**config.mk**
```make
export PLATFORM = sky130hd
export DESIGN_NAME = rename_regfile
export DESIGN_NICKNAME = d
export VERILOG_FILES = /design/src/rtl/rename_regfile.sv
export SDC_FILE = /design/constraint.sdc
export NUM_CORES = 2
export LEC_CHECK = 0
export CAP_MARGIN = 20
export CORE_ASPECT_RATIO = 1.2
export CORE_MARGIN = 2
export CORE_UTILIZATION = 55
export CTS_CLUSTER_DIAMETER = 120
export DETAILED_ROUTE_END_ITERATION = 10
export GPL_ROUTABILITY_DRIVEN = 0
export PLACE_DENSITY = 0.78
export SYNTH_ARGS = -nofsm -noshare
export SYNTH_HDL_FRONTEND = slang
export SYNTH_SLANG_ARGS = --single-unit
export TNS_END_PERCENT = 1
```
**constraint.sdc**
```tcl
create_clock -name clk -period 8.35 [get_ports clk]
set_input_delay 1.67 -clock clk [delete_from_list [all_inputs] [get_ports clk]]
set_output_delay 1.67 -clock clk [all_outputs]
set_load 0.1 [all_outputs]
```
**src/rtl/rename_regfile.sv**
```systemverilog
// rename_regfile: architectural register file with per-register ROB rename tags.
//
// Each architectural register holds a committed value and the tag of its
// youngest in-flight producer (NULL_TAG when the value is ready). Issue reads
// two sources combinationally and tags the destination. Commit writes back a
// ROB result and clears the tag only if it still names the committing entry.
// Rollback clears every tag and keeps the values.
//
// Ports:
//   clk, rst (sync, active-low) : clock / reset
//   rdy                         : global enable; state holds while low
//   rollback                    : flush all rename tags
//   issue_sgn/issue_rd/issue_tag: destination rename at issue
//   rs1_addr/rs2_addr           : source register indices
//   rs1_val/rs1_tag, rs2_val/rs2_tag : source value or pending producer tag
//   commit_sgn/commit_entry/commit_des/commit_result : ROB commit port
//
// Optional build macro: COMMIT_BYPASS_EN
//   Defined  : a source read that matches a same-cycle commit whose entry is
//              the register's current producer returns commit_result with
//              NULL_TAG combinationally.
//   Undefined: reads return storage only; commits show up a cycle later.
module rename_regfile #(
  parameter int unsigned       TAG_W    = 6,
  parameter logic [TAG_W-1:0]  NULL_TAG = TAG_W'(32),
  parameter int unsigned       NREG     = 32
) (
  input  logic             clk,
  input  logic             rst,
  input  logic             rdy,
  input  logic             rollback,
  input  logic             issue_sgn,
  input  logic [5:0]       issue_rd,
  input  logic [TAG_W-1:0] issue_tag,
  input  logic [5:0]       rs1_addr,
  input  logic [5:0]       rs2_addr,
  output logic [31:0]      rs1_val,
  output logic [TAG_W-1:0] rs1_tag,
  output logic [31:0]      rs2_val,
  output logic [TAG_W-1:0] rs2_tag,
  input  logic             commit_sgn,
  input  logic [TAG_W-1:0] commit_entry,
  input  logic [5:0]       commit_des,
  input  logic [31:0]      commit_result
);

  localparam int unsigned AW = $clog2(NREG);

  logic [31:0]      val_q [NREG];
  logic [TAG_W-1:0] tag_q [NREG];

  // x0 and indices beyond the file are never written and always read as ready 0.
  function automatic logic reg_ok(input logic [5:0] a);
    return (a != '0) && (32'(a) < NREG);
  endfunction

  function automatic logic [AW-1:0] idx(input logic [5:0] a);
    return a[AW-1:0];
  endfunction

  always_ff @(posedge clk) begin
    if (!rst) begin
      for (int unsigned i = 0; i < NREG; i++) begin
        val_q[AW'(i)] <= '0;
        tag_q[AW'(i)] <= NULL_TAG;
      end
    end else if (rdy) begin
      if (commit_sgn && reg_ok(commit_des)) begin
        val_q[idx(commit_des)] <= commit_result;
        // A mismatching tag means a younger producer was issued; keep waiting on it.
        if (tag_q[idx(commit_des)] == commit_entry)
          tag_q[idx(commit_des)] <= NULL_TAG;
      end
      // Later nonblocking writes win: rollback overrides everything, and an
      // issue overrides a same-register commit tag clear.
      if (rollback) begin
        for (int unsigned i = 0; i < NREG; i++)
          tag_q[AW'(i)] <= NULL_TAG;
      end else if (issue_sgn && reg_ok(issue_rd)) begin
        tag_q[idx(issue_rd)] <= issue_tag;
      end
    end
  end

  always_comb begin
    rs1_val = '0;
    rs1_tag = NULL_TAG;
    if (reg_ok(rs1_addr)) begin
      rs1_val = val_q[idx(rs1_addr)];
      rs1_tag = tag_q[idx(rs1_addr)];
`ifdef COMMIT_BYPASS_EN
      if (commit_sgn && commit_des == rs1_addr && tag_q[idx(rs1_addr)] == commit_entry) begin
        rs1_val = commit_result;
        rs1_tag = NULL_TAG;
      end
`endif
    end
  end

  always_comb begin
    rs2_val = '0;
    rs2_tag = NULL_TAG;
    if (reg_ok(rs2_addr)) begin
      rs2_val = val_q[idx(rs2_addr)];
      rs2_tag = tag_q[idx(rs2_addr)];
`ifdef COMMIT_BYPASS_EN
      if (commit_sgn && commit_des == rs2_addr && tag_q[idx(rs2_addr)] == commit_entry) begin
        rs2_val = commit_result;
        rs2_tag = NULL_TAG;
      end
`endif
    end
  end

endmodule

```
==> metrics.sh <==
DIE-HEIGHT_UM=387
SETUP-VIOLATIONS-FINAL=0
MIN_PATH_TYPE='input port to register'
GRT_START_MAX_NET_PINS=123
POST_CTS_HOLD_BUFFER_COUNT=0
VIA_PER_INST=7.59
SLOWEST_DELAY_PS=1010
FMAX_GHz=0.139
ENDPOINT='rs1_val[1]'
CTS_ROOT_BUF='sky130_fd_sc_hd__clkbuf_16'
SYNTH_LARGEST_AREA_CELL='sky130_fd_sc_hd__edfxtp_1'
DETAILROUTE.VIA_COUNT=46266
GRT_SETUP_UNREPAIRED='false'
CP_DATA_ARRIVAL_TIME_PS=5520
SYN_TO_FINAL_GROWTH_PCT=11.1
CTS_TREE='built'
SYNTH_SEQ_CELLS=1216
CTSLONGESTPATHBUFFERS=3
DESIGN.FINAL.NETS=4413
INITIAL_ANTENNA_VIOLATION_COUNT=25
WORSTMARGINPINSLEW_PS=1320
SYNTH.TOP_CELLS.BY_COUNT='1216 x sky130_fd_sc_hd__edfxtp_1, 670 x sky130_fd_sc_hd__mux4_2, 608 x sky130_fd_sc_hd__and3_1, 543 x sky130_fd_sc_hd__and2_1, 424 x sky130_fd_sc_hd__clkbuf_1'
POWER_PER_CELL_AREA_nW_PER_UM2=203
CTS_RESIZED=0
REPORT.POWER.TOTAL_mW=15.1
DR.FIRST_ITER.DRC_COUNT=8429
END_KIND='output pin'
YS_ASYNC_SR_FRACTION_PCT=0
YS_SEQ_AREA_SHARE_PCT=54.4
STARTPOINT='rs1_addr[0]'
TIMING.REG2REG.WORST_PATH_DEPTH=8
CRITICAL-PATH-TOP-CELL-BY-COUNT='sky130_fd_sc_hd__mux4_2'
FINAL_ANTENNA_NET_COUNT=0
IO_PINS=150
POST_SYNTHESIS_AVERAGE_CELL_AREA_UM2=15.2
DIE_WIDTH_UM=323
PLACE.DETAILED.INSTANCES=5846
ROW_COUNT=140
SYNTH_CELLS=4417
PORT-BUFFER-COUNT=149
MAXSLEWHEADROOM_PCT=12.2
FLOORPLAN.INITIALDENSITY_PCT=55.4
CORE_AREA_UM2=121000
POST_SYNTH_INSTANCE_AREA_UM2=67200
FINALNONFILLERCELLS=6099
FINAL_LAYOUT_SIZE_SUFFIX_GT1_SHARE_PCT=27.2
PLACE_HPWL_MM=131
HOLD_PATH.STARTPOINT='issue_tag[5]'
CRITPATHKIND='input port to output pin'
SYNTHFLOPTYPE='sky130_fd_sc_hd__edfxtp_1'
YOSYSMOSTFREQUENTCELL='sky130_fd_sc_hd__edfxtp_1'
DRT-WIRELENGTH-PER-CELL_UM=37.5
FIRSTDRTPASSITERS=8
INSERTION_DELAY_PS=750
SYNTH_AREA_LEADERS='sky130_fd_sc_hd__edfxtp_1 54%, sky130_fd_sc_hd__mux4_2 22%, sky130_fd_sc_hd__and3_1 5.7%, sky130_fd_sc_hd__and2_1 5.1%, sky130_fd_sc_hd__mux2i_1 2.8%'
CTS_NUM_SINKS=1216
REGTOREGSTARTPOINT='tag_q[21][1]$_SDFFCE_PN0P_'
REPORT.FINAL.SLEW_VIOL_COUNT=0
RESIDUAL_OVERFLOW_FROM_GLOBAL_ROUTING=0
LAYOUT_WORST_PATH_CYCLE_SHARE_PCT=86.1
YOSYS.AREA.TOP_TYPE_SHARE_PCT=54.4
PATH_CELLS='buf_8 > buf_12 > mux4_2 > mux4_2 > mux2i_1 > nor2_1 > clkdlybuf4s50_1'
REG2REG_TO='tag_q[3][2]$_SDFFCE_PN0P_'
CRITICAL-PATH-SLOWEST-CELL='sky130_fd_sc_hd__clkdlybuf4s50_1'
WORSTPATHMAXFANOUT=63
YOSYS_WARNINGS=0
TIMING.MAX_CAP.VIOLATIONS=0
FINAL.SETUP_SKEW_PS=20.8
WORST-R2R-SETUP-SLACK_PS=4160
DETAIL_ROUTE.WIRELENGTH_MM=229
FINAL_SETUP_TNS_PS=0
CTS_SETUP_BUFFERS=0
DESIGN.DIE.AREA_UM2=125000
DRT_DRC_VIOLATIONS_LEFT=0
GROUTE.USAGE.OVERALL_PCT=36.6
GRT_PASS1_WL_MM=324
STATUS='complete, no violations'
P_LEAK_nW=27.2
TIMING_HOLD_VIOLATIONS_FINAL=0
YOSYS.CELL_TYPES.COUNT=51
CRIT_START_CATEGORY='input port'
CP_DATA_REQUIRED_TIME_PS=6680
WORST_IR_DROP_VDD_V=0.000196
INSERTED_CLOCK_BUFFERS=121
CLK_PIN_SLEW_WORST_PATHS_PS=60
NUMBER_OF_FLOPS_MAPPED_TO_ENABLE_CELLS_BY_YOSYS=1216
CTS.HTREE.LEVELS=3
GRT_PASS1_VIAS=45683
FINALCRITICALPERIOD_PS=7190
[sequential cells by signal (all words and copies together) (netlist names)]
| signal | count |
|---|---|
| tag_q | 192 |
| val_q | 1024 |
[per-layer routing]
layer  global-route usage (%)  vias up  wire length, um
met5                        0        -               72
met4                     23.1       12            17000
met3                     12.4      979            37600
met2                     53.3     4720           102000
met1                     47.4    23056            72500
li1                         -    17499                -
[power breakdown]
part,internal [mW],switching [mW]
Clock,3.15,2.45
Combinational,0.864,1.44
Sequential,7.05,0.196
[logic make-up (layout without fill, tap and decap cells)]
kind of cell	Yosys count	in the layout	share of synthesized area, %
AND/OR/NAND/NOR	1469	1469	12.9
AO/OA/AOI/OAI	274	274	3.20
flip-flops	1216	1216	54.4
other	2	61	0.0112
XOR/XNOR	5	5	0.0652
buffers and inverters	542	532	3.28
multiplexers	909	909	26.1
[through the flow]
stage | worst slack, ps | hold WS (ps) | cell area (um2) | utilization (%)
global placement | 1220 | 1990 | 70400 | 58.1
finish | 1160 | 1700 | 74600 | 61.6
CTS | 1210 | 1680 | 74500 | 61.5
floorplan | 1150 | 1240 | 67300 | -
global route | 1050 | 1730 | 74600 | 61.5
detailed placement | 1220 | 2020 | 70500 | 58.2
[cells in the final DEF (no fill, tap or decap), types with 6 or more instances in the layout]
| cell | count |
|---|---|
| sky130_fd_sc_hd__and2_1 | 542 |
| sky130_fd_sc_hd__nand3_1 | 6 |
| sky130_fd_sc_hd__a211oi_1 | 29 |
| sky130_fd_sc_hd__o221ai_1 | 36 |
| sky130_fd_sc_hd__clkinv_1 | 25 |
| sky130_fd_sc_hd__mux2_2 | 50 |
| sky130_fd_sc_hd__mux2i_1 | 188 |
| sky130_fd_sc_hd__conb_1 | 38 |
| sky130_fd_sc_hd__clkbuf_16 | 122 |
| sky130_fd_sc_hd__mux4_2 | 670 |
| sky130_fd_sc_hd__a21oi_1 | 20 |
| sky130_fd_sc_hd__clkdlybuf4s50_1 | 96 |
| sky130_fd_sc_hd__a221oi_1 | 32 |
| sky130_fd_sc_hd__o31ai_2 | 30 |
| sky130_fd_sc_hd__buf_4 | 174 |
| sky130_fd_sc_hd__clkinv_2 | 27 |
| sky130_fd_sc_hd__a31oi_1 | 6 |
| sky130_fd_sc_hd__edfxtp_1 | 1216 |
| sky130_fd_sc_hd__or3_1 | 40 |
| sky130_fd_sc_hd__o21ai_4 | 26 |
| sky130_fd_sc_hd__nand2_1 | 45 |
| sky130_fd_sc_hd__diode_2 | 23 |
| sky130_fd_sc_hd__and3_1 | 608 |
| sky130_fd_sc_hd__clkinvlp_4 | 7 |
| sky130_fd_sc_hd__a22o_1 | 10 |
| sky130_fd_sc_hd__buf_12 | 22 |
| sky130_fd_sc_hd__o22ai_1 | 43 |
| sky130_fd_sc_hd__clkbuf_1 | 23 |
| sky130_fd_sc_hd__o211ai_1 | 12 |
| sky130_fd_sc_hd__nand2b_1 | 25 |
| sky130_fd_sc_hd__nor2b_1 | 11 |
| sky130_fd_sc_hd__nor3_2 | 7 |
| sky130_fd_sc_hd__nor2_1 | 128 |
| sky130_fd_sc_hd__bufinv_16 | 16 |
| sky130_fd_sc_hd__a211o_1 | 16 |
| sky130_fd_sc_hd__nor3_1 | 14 |
| sky130_fd_sc_hd__nor2_4 | 21 |
[final cells by class]
class                      instances  area, um2
tap                             1633       2040
sequential                      1216      36500
clock buffer                     144       3110
clock inverter                    83        858
inverter                           3       11.3
antenna                           23       57.6
timing repair buffer             302       2870
multi-input combinational       2695      29100
fill                            8646      46600
[worst min-delay path by stage]
stage               cells after the start                         end  slack [ps]
floorplan                               7  tag_q[31][0]$_SDFFCE_PN0P_        1240
global placement                        8  tag_q[30][5]$_SDFFCE_PN1P_        1990
detailed placement                      8  tag_q[24][0]$_SDFFCE_PN0P_        2020
CTS                                     3  val_q[6][31]$_SDFFCE_PN0P_        1680
global route                            2  tag_q[14][5]$_SDFFCE_PN1P_        1730
finish                                  2  tag_q[14][5]$_SDFFCE_PN1P_        1700
[worst max-delay path, delay by kind of cell]
kind          cells  cell delay [ps]
simple gates      1              130
buf+inv           3             2100
mux               3             1550
Note: power is estimated with default switching activity, not from simulation.
